**src/rtl/cache_pkg.sv**
```systemverilog
// Shared opcode, response and enable encodings for the fully associative cache,
// plus a LOG2 helper used to size the replacement pointer.
package cache_pkg;

  localparam int unsigned OPCODE_WIDTH = 2;

  typedef enum logic [OPCODE_WIDTH-1:0] {
    FLASH   = 2'b00,
    READ    = 2'b01,
    WRITE   = 2'b10,
    INVALID = 2'b11
  } opcode_t;

  localparam logic HIT           = 1'b1;
  localparam logic MISS          = 1'b0;
  localparam logic CACHE_ENABLE  = 1'b0;
  localparam logic CACHE_DISABLE = 1'b1;

  // Ceiling log2; n is a power of two >= 2 for every caller.
  function automatic int unsigned LOG2(input int unsigned n);
    int unsigned r;
    r = 0;
    for (int unsigned v = n - 1; v > 0; v = v >> 1) begin
      r++;
    end
    return r;
  endfunction

endpackage

```
**src/rtl/cache_entry.sv**
```systemverilog
// One cache line: valid bit, tag and data storage with a combinational tag match.
module cache_entry #(
  parameter int unsigned TAG_WIDTH  = 8,
  parameter int unsigned DATA_WIDTH = 16
) (
  input  logic                  clk,
  input  logic                  reset,
  input  logic                  i_clear,
  input  logic                  i_we,
  input  logic [TAG_WIDTH-1:0]  i_tag,
  input  logic [DATA_WIDTH-1:0] i_data,
  output logic                  o_valid,
  output logic                  o_match,
  output logic [DATA_WIDTH-1:0] o_data
);

  logic                  r_valid;
  logic [TAG_WIDTH-1:0]  r_tag;
  logic [DATA_WIDTH-1:0] r_data;

  always_ff @(posedge clk) begin
    if (reset || i_clear) begin
      r_valid <= 1'b0;
    end else if (i_we) begin
      r_valid <= 1'b1;
    end
  end

  // Tag/data are qualified by r_valid, so they need no reset.
  always_ff @(posedge clk) begin
    if (i_we) begin
      r_tag  <= i_tag;
      r_data <= i_data;
    end
  end

  assign o_valid = r_valid;
  assign o_match = r_valid && (r_tag == i_tag);
  assign o_data  = r_data;

endmodule

```
**src/rtl/cache.sv**
```systemverilog
// Fully associative cache: lowest-index match wins, misses fill the lowest free
// entry, and a round-robin pointer picks the victim once every entry is valid.
module cache
  import cache_pkg::*;
#(
  parameter int unsigned TAG_WIDTH     = 8,
  parameter int unsigned DATA_WIDTH    = 16,
  parameter int unsigned ENTRIES_WIDTH = 64,
  localparam int unsigned LINE_WIDTH   = TAG_WIDTH + DATA_WIDTH + OPCODE_WIDTH
) (
  input  logic                  clk,
  input  logic                  reset,
  input  logic                  enable,
  input  logic [LINE_WIDTH-1:0] vector_in,
  output logic [DATA_WIDTH-1:0] data_out,
  output logic                  hit_miss_out
);

  localparam int unsigned PTR_W = LOG2(ENTRIES_WIDTH);

  opcode_t                  w_op;
  logic [TAG_WIDTH-1:0]     w_tag;
  logic [DATA_WIDTH-1:0]    w_data;
  logic                     w_active;
  logic                     w_flash;
  logic [ENTRIES_WIDTH-1:0] w_match;
  logic [ENTRIES_WIDTH-1:0] w_valid;
  logic [ENTRIES_WIDTH-1:0] w_we;
  logic [DATA_WIDTH-1:0]    w_entry_data [ENTRIES_WIDTH];
  logic                     w_hit;
  logic                     w_free;
  logic [PTR_W-1:0]         w_hit_idx;
  logic [PTR_W-1:0]         w_free_idx;
  logic [PTR_W-1:0]         w_wr_idx;
  logic [PTR_W-1:0]         r_ptr;
  logic [DATA_WIDTH-1:0]    r_data_out;
  logic                     r_hit_miss;

  assign w_op     = opcode_t'(vector_in[LINE_WIDTH-1 -: OPCODE_WIDTH]);
  assign w_tag    = vector_in[DATA_WIDTH +: TAG_WIDTH];
  assign w_data   = vector_in[DATA_WIDTH-1:0];
  assign w_active = !reset && (enable != CACHE_DISABLE);
  assign w_flash  = w_active && (w_op == FLASH);

  for (genvar g = 0; g < ENTRIES_WIDTH; g++) begin : g_entry
    cache_entry #(
      .TAG_WIDTH (TAG_WIDTH),
      .DATA_WIDTH(DATA_WIDTH)
    ) u_entry (
      .clk    (clk),
      .reset  (reset),
      .i_clear(w_flash),
      .i_we   (w_we[g]),
      .i_tag  (w_tag),
      .i_data (w_data),
      .o_valid(w_valid[g]),
      .o_match(w_match[g]),
      .o_data (w_entry_data[g])
    );
  end

  // Priority encoders: first match and first free slot, lowest index first.
  always_comb begin
    w_hit      = 1'b0;
    w_hit_idx  = '0;
    w_free     = 1'b0;
    w_free_idx = '0;
    for (int unsigned i = 0; i < ENTRIES_WIDTH; i++) begin
      if (w_match[i] && !w_hit) begin
        w_hit     = 1'b1;
        w_hit_idx = PTR_W'(i);
      end
      if (!w_valid[i] && !w_free) begin
        w_free     = 1'b1;
        w_free_idx = PTR_W'(i);
      end
    end
  end

  always_comb begin
    w_wr_idx = w_hit ? w_hit_idx : (w_free ? w_free_idx : r_ptr);
    w_we     = '0;
    if (w_active && (w_op == WRITE)) begin
      w_we[w_wr_idx] = 1'b1;
    end
  end

  always_ff @(posedge clk) begin
    if (reset) begin
      r_data_out <= '0;
      r_hit_miss <= MISS;
      r_ptr      <= '0;
    end else if (enable == CACHE_ENABLE) begin
      case (w_op)
        READ: begin
          r_hit_miss <= w_hit ? HIT : MISS;
          r_data_out <= w_hit ? w_entry_data[w_hit_idx] : '0;
        end
        WRITE: begin
          r_hit_miss <= w_hit ? HIT : MISS;
          r_data_out <= w_data;
          if (!w_hit && !w_free) begin
            r_ptr <= r_ptr + 1'b1;
          end
        end
        FLASH: begin
          r_hit_miss <= MISS;
          r_data_out <= '0;
          r_ptr      <= '0;
        end
        default: begin
          r_hit_miss <= MISS;
          r_data_out <= '0;
        end
      endcase
    end
  end

  assign data_out     = r_data_out;
  assign hit_miss_out = r_hit_miss;

endmodule

```
**config.mk**
```make
export PLATFORM = sky130hd
export DESIGN_NAME = cache
export DESIGN_NICKNAME = d
export VERILOG_FILES = /design/src/rtl/cache_pkg.sv /design/src/rtl/cache_entry.sv /design/src/rtl/cache.sv
export SDC_FILE = /design/constraint.sdc
export NUM_CORES = 2
export LEC_CHECK = 0
export CORE_UTILIZATION = 50
export DETAILED_ROUTE_END_ITERATION = 16
export PLACE_DENSITY_LB_ADDON = 0.15
export SLEW_MARGIN = 20
export SYNTH_ARGS = -nofsm -noshare
export SYNTH_HDL_FRONTEND = slang
export SYNTH_SLANG_ARGS = --single-unit
```
**constraint.sdc**
```tcl
create_clock -name clk -period 11.8 [get_ports clk]
set_input_delay 2.36 -clock clk [delete_from_list [all_inputs] [get_ports clk]]
set_output_delay 2.36 -clock clk [all_outputs]
set_load 0.005 [all_outputs]
```
* After elaboration in Yosys (flattened, before gate mapping)
Index checks and enable logic that the tools add are counted.
Storage, ports and cells: register bits 1623, input bits 29, word-level logic and storage cells 927
Cells by class: $add $sub $neg 1, $lt $le $gt $ge 3, equal/unequal tests 67, muxes and demuxes 268, bitwise logic cells 2, reductions and logical operators 391
Operators with widths (number):
- 6-bit two-way mux | 126
- 8-bit == test | 64
- 1-bit logical AND | 195
- 1-bit zero test | 191
- 1-bit two-way mux | 133
- 16-bit binary-select mux with 6-bit select | 1
- 64-bit two-way mux | 1
- 16-bit two-way mux | 3
- 16-bit case mux with 2 select lines | 1
- 6-bit case mux with 2 select lines | 1
- 7-bit greater-or-equal comparator (second input constant) | 1
- 6-bit by 7-bit < comparator with 1-bit output (second input constant) | 1
- 6-bit inverter with 7-bit output | 1
- 6-bit by 1-bit adder with 6-bit output (second input constant) | 1
- 1-bit demux with 6-bit select | 1
- 6-bit by 1-bit greater-or-equal comparator with 1-bit output (second input constant) | 1
- 3-bit AND reduction | 1
- 2-bit by 1-bit == test with 1-bit output (second input constant) | 1
- 2-bit == test (second input constant) | 1
- 2-bit zero test | 1
- 2-bit two-way mux | 1
- 2-bit by 1-bit inequality test with 1-bit output (second input constant) | 1
- 2-bit nonzero test | 1
- 2-bit OR reduction | 1
- 2 further kinds | 2

* Longest topological paths before layout
word-level depth 198, gate-level depth with buffers 23, mapped depth without buffers 14

* Cells and area by module
From an unflattened synthesis, not the netlist that was laid out.
Second synthesis, totals: cell total of the unflattened synthesis 4814, area, all modules 66384.9 µm²
Modules (own cells, without submodules):
- cache_entry | instances 64, cells each 39, area each 844.6 µm²
- cache | instances 1, cells each 2318, area each 12333.1 µm²

* Least setup slack after synthesis
Ideal clock, no wire load.
path kind input to register, start input port vector_in[21], end register g_entry[11].u_entry.r_data[0] (enable), setup time 0.406 ns, arrival 6.755 ns, slack 4.639 ns, stages on the path 18, buffers on the path 6, path through buf_4 > buf_4 > xor2_1 > nor4_1 > nand4_1 > nand4_1 > or3_1 > or3b_1 > clkbuf_1 > or4_1 > nor3_1 > nor4_1 > buf_4 > buf_2 > buf_2 > o31ai_2 > nand2_1 > nor2_1
Between the ends: longest elaborated chain between the ends 198, elaborated cells on any way between the ends 388, classes of those cells order compare (2); eq/ne (64); mux (131); reduce/logical (191)
RTL lines:
- from (decl) | line cache.sv:14 | input logic [LINE_WIDTH-1:0] vector_in,
- 8-bit == test | line cache_entry.sv:38 | assign o_match = r_valid && (r_tag == i_tag);
- 1-bit logical AND | line cache_entry.sv:38
- 1-bit two-way mux | line cache.sv:69 | if (w_match[i] && !w_hit) begin
- 1-bit zero test | line cache.sv:69
- 1-bit logical AND | line cache.sv:69
- 1-bit two-way mux | line cache.sv:69
- 1-bit zero test | line cache.sv:69
- 1-bit logical AND | line cache.sv:69
- [183 not listed]
- 6-bit two-way mux / 1-bit two-way mux (equally long branches) | line cache.sv:69
- 6-bit two-way mux * | line cache.sv:81 | w_wr_idx = w_hit ? w_hit_idx : (w_free ? w_free_idx : r_ptr);
- 6-bit by 7-bit < comparator with 1-bit output (implied by the code) / 6-bit by 1-bit greater-or-equal comparator with 1-bit output (equally long branches) | line cache.sv:84 | w_we[w_wr_idx] = 1'b1;
- 1-bit logical AND (implied by the code) | line cache.sv:84
- 1-bit two-way mux (implied by the code) | line cache.sv:84
- 1-bit demux with 6-bit select * | line cache.sv:84
- 64-bit two-way mux * | line cache.sv:83 | if (w_active && (w_op == WRITE)) begin
- named net g_entry[11].u_entry.i_we | line cache_entry.sv:9 | input logic i_we,
- to (signal assigned) | line cache_entry.sv:33 | r_data <= i_data;
- to (decl) | line cache_entry.sv:19 | logic [DATA_WIDTH-1:0] r_data;
Mark *: on every way through the listed nets, which the timed path passes. The rest lies on a longest branch. A chain may end at the register's enable or synchronous reset.

* Worst setup path in the final report
start input port vector_in[19], end register r_data_out[7], in the netlist data_out[7]
Between the ends: longest elaborated chain between the ends 198, elaborated cells on any way between the ends 387, classes of those cells eq/ne (64); mux (132); bitwise (1); reduce/logical (190)
RTL lines:
- 8-bit == test | line cache_entry.sv:38
- 1-bit logical AND | line cache_entry.sv:38
- 1-bit two-way mux | line cache.sv:69
- 1-bit zero test | line cache.sv:69
- 1-bit logical AND | line cache.sv:69
- 1-bit two-way mux | line cache.sv:69
- 1-bit zero test | line cache.sv:69
- 1-bit logical AND | line cache.sv:69
- [181 not listed]
- 1-bit zero test | line cache.sv:69
- 1-bit logical AND | line cache.sv:69
- 6-bit two-way mux | line cache.sv:69
- 6-bit inverter with 7-bit output (implied by the code) | line cache.sv:97 | r_data_out <= w_hit ? w_entry_data[w_hit_idx] : '0;
- 16-bit binary-select mux with 6-bit select | line cache.sv:97
- 16-bit two-way mux (implied by the code) (2 in series) | line cache.sv:97
- 16-bit two-way mux * | line cache.sv:97
- 16-bit case mux with 2 select lines * | line cache.sv:94 | case (w_op)
- to (signal assigned) | line cache.sv:97
- to (signal assigned) | line cache.sv:101 | r_data_out <= w_data;
- to (decl) | line cache.sv:36 | logic [DATA_WIDTH-1:0] r_data_out;
Every way passes the cells marked *; elsewhere a longest branch is shown, timed or not. The select of a mux whose other input is x is not followed.

==> impl_results.md <==
- Hold_buf cts: 0
- Met2 WL: 79,660 um
- Worst Setup End Kind: flop
- Setup violators final: 0
- DIE AREA: 0.1367 mm2
- Die Y-Extent: 369.7 um
- CP Max Fanout: 108
- Worst-Margin Slew: 1.130 ns
- Gpl congestion: 0.8663
- CTS tree: yes
- H-tree Lvls: 4
- Root Buffer Master: clkbuf_16
- Via density: 5.917
- Netlist Area Pre-Place: 0.06760 mm2
- Placed Area: 0.07040 mm2
- Post-Syn Instances: 4,209
- First DRT Iteration DRCs: 4,237
- Layout Nets: 4,392
- First-pass GRT wire length: 251,300 um
- Distinct cells, synth: 79
- Layout cells sized above 1: 12.28%
- R2R Setup Slk: 5.53 ns
- Area delta synth->final: 12.03%
- Max-slew headroom: 24.00%
- DRT Pass-1 Iters: 12
- Sum of buffers and inverters on the critical path: 4
- Crit Path Category: in2reg
- Vias in the first global route: 35,170
- Post CTS Setup Buffer Count: 0
- Drt wl/cell: 27.84 um
- RSZ-0062 raised after global routing: false
- Number of synthesized flops with an enable pin: 1,536
- Pin count of the biggest net entering global routing: 114
- Core box area: 0.1338 mm2
- Final antenna-violating net count: 0
- Clock Power Share: 43.8%
- Drt drc: 7
- Sequential share of power: 53.8%
- Crit-path max cell delay: 0.85 ns
- Final hold vios: 0
- Routed met3 length: 13,910 um
- Dpl cells: 5,959
- Max Slew Vio Count: 0
- Syn_area_per_cell: 16.06 um2
- Worst-path clk slew: 0.06 ns
- Psw: 0.002375 W
- Worst hold slack: 0.5133 ns
- Switching part of the total power: 20.27%
- Filler cell count: 10,500
- # IOs: 46
- Comb power frac: 2.4%
- Crit path time final: 8.813 ns
- Top Metal Used: met5
- Final period util: 74.69%
- DPL Wire Length: 101,200 um
- FFs w/ async S/R, synth: 0%
- CP required: 12.52 ns
- Total CTS buffers: 165
- Ordered cell list for the critical path: buf_6 > buf_4 > xnor2_1 > nand4_1 > nor3_1 > or4b_1 > nor3_1 > o311ai_1 > a211oi_1 > nor4_4 > buf_12 > nand2_1 > a211oi_1 > a2111oi_0 > buf_4 > nand4_1 > o22ai_1
- Wl on met1: 76,930 um
- Post-synthesis net count: 4,242
- Family with the most delay on the worst path: simple AND/OR/NAND/NOR gates
- Setup TNS: 0 ns
- Peak VDD IR: 0.1747 mV
- Worst-Skew Late Latency: 0.81 ns
- Sink Count: 1,623
- Starting Density: 50.53%
- Final Util: 56.61%
- Failing checks: DRC
- CP arrival: 9.54 ns
- Cell leakage power: 25.42 nW
- Initial antenna violation count: 6
- Sequential area share after synthesis: 70.80%
- Internal: 0.009341 W
- Total grt overflow: 0
- Power per cell area: 154.7 mW/mm2
- Max clock buf depth: 3
- Top FF cell, synth: edfxtp_1
- Max Cap Viol: 0
- Status: complete, but fails checks
- Min-Delay Path Class: reg2reg
- Site Rows: 134
- Worst Skew: 0.03778 ns
- Final wirelength: 174,400 um
- Post-route cell area: 0.07574 mm2
- Slowest cell on crit path: a2111oi_0
- Max frequency: 113.5 MHz
- # port buffers: 45
- Non-Filler Instances: 6,265
- Crit path launch type: input pin
- Yosys warns: 0
- FF+latch count, synth: 1,623
- Horiz. Die Dim: 369.7 um
- CTS resizes: 0
- GRT Total Usage: 25.49%
- DR vias: 37,070
cells in the mapped netlist (all sizes together) (7+ instances only):
cell type	count	area share, %
a2111oi	15	0.19
a211oi	27	0.30
a21boi	7	0.078
a21oi	32	0.25
a22oi	46	0.51
a2bb2oi	13	0.17
a31oi	9	0.083
and3	11	0.10
buf	141	1.4
clkbuf	50	0.28
dfxtp	87	2.6
edfxtp	1536	68
inv	23	0.13
mux2	68	1.1
mux2i	691	10
nand2	163	0.91
nand2b	7	0.065
nand3	93	0.70
nand4	107	1.0
nor2	151	0.84
nor2b	23	0.21
nor3	76	0.56
nor4	29	0.31
o211ai	45	0.50
o21a	68	0.76
o21ai	57	0.42
o22ai	18	0.17
or3	16	0.16
xnor2	388	5.0
xor2	129	1.7
worst register-to-register path: stages, from the launching register on:
cell,delay (ns)
edfxtp_1,0.38
xnor2_1,0.15
nand3_1,0.14
nor4_1,0.93
nor3_1,0.39
and3_1,0.30
nor4b_1,0.15
a211o_1,0.31
nor4_2,0.67
buf_12,0.57
buf_4,0.69
mux2i_1,0.28
nor2_1,0.05
a2111oi_1,0.73
nand4_1,0.29
o22ai_1,0.22
flip-flops by register name (all words and copies together) (netlist names):
signal,flops
data_out,16
g_entry.u_entry.o_data,1024
g_entry.u_entry.o_valid,64
g_entry.u_entry.r_tag,512
hit_miss_out,1
r_ptr,6
layout make-up:
class	instances	area, um2	area share [%]
Antenna cell	1	2.502	0.003304
Clock buffer	229	4638	6.124
Clock inverter	75	663.1	0.8756
Inverter	23	86.33	0.1140
Multi-Input combinational cell	2372	18800	24.82
Sequential cell	1623	47870	63.20
Tap cell	1768	2212	2.921
Timing Repair Buffer	174	1469	1.940
layer usage:
| metal | vias up | global-route usage [%] |
|---|---|---|
| li1 | 16440 | - |
| met1 | 18940 | 37.47 |
| met2 | 1457 | 38.90 |
| met3 | 237 | 4.918 |
| met4 | 2 | 6.699 |
| met5 | - | 0 |
power by group through the flow:
stage	logic, W	clock network (W)	registers, W
floorplan	0.000144	0	0.00642
global route	0.000302	0.00543	0.00630
finish	0.000281	0.00513	0.00630
detailed placement	0.000282	0	0.00642
global placement	0.000278	0	0.00642
CTS	0.000283	0.00521	0.00630
stage by stage:
stage,power [W],worst slack [ns]
2_1_floorplan,0.006567,4.639
3_3_place_gp,0.006702,1.959
3_5_place_dp,0.006705,2.198
4_1_cts,0.01179,3.020
5_1_grt,0.01203,2.767
6_report,0.01172,2.987
cell usage in the layout (no fill, tap or decap), types with 16 or more instances in the layout:
cell type / Yosys / final
nand3_1: 92 / 92
mux2_2: 68 / 68
clkinv_2: 0 / 30
buf_2: 61 / 16
clkbuf_16: 0 / 172
o22ai_1: 18 / 18
o21a_1: 68 / 68
nor3_1: 76 / 75
nor2_2: 1 / 63
clkbuf_1: 50 / 45
inv_1: 22 / 22
clkinv_1: 0 / 24
xnor2_1: 388 / 388
nor4_1: 27 / 26
nor2_1: 150 / 83
xor2_1: 129 / 129
a22oi_1: 46 / 46
a211oi_1: 27 / 27
nand4_1: 106 / 106
a21oi_1: 31 / 30
nand2_1: 161 / 161
clkdlybuf4s50_1: 0 / 21
dfxtp_1: 87 / 87
o21ai_0: 57 / 57
nor2b_1: 23 / 23
mux2i_1: 691 / 691
o211ai_1: 45 / 45
buf_4: 52 / 120
edfxtp_1: 1536 / 1536
cells by family (layout without fill, tap and decap cells):
kind of cell,count (synthesis),after routing,share of synthesized area (%)
xor+xnor,517,517,6.698
fa+ha+maj,4,4,0.07403
compound gates,377,377,3.944
mux,759,759,11.36
simple gates,715,715,5.338
other cells,0,1,0
flops,1623,1623,70.80
buf+inv,214,501,1.779
path summary, 6_finish.rpt:
kind                                     to                    startpoint  depth (start not counted)
worst max register to register  data_out[9]  g_entry[23].u_entry.r_tag[5]                         15
worst min-delay path               r_ptr[1]                      r_ptr[1]                          2
worst max-delay path            data_out[7]                 vector_in[19]                         17
worst min register to register     r_ptr[1]                      r_ptr[1]                          2
Power figures use the tool's default switching activity.
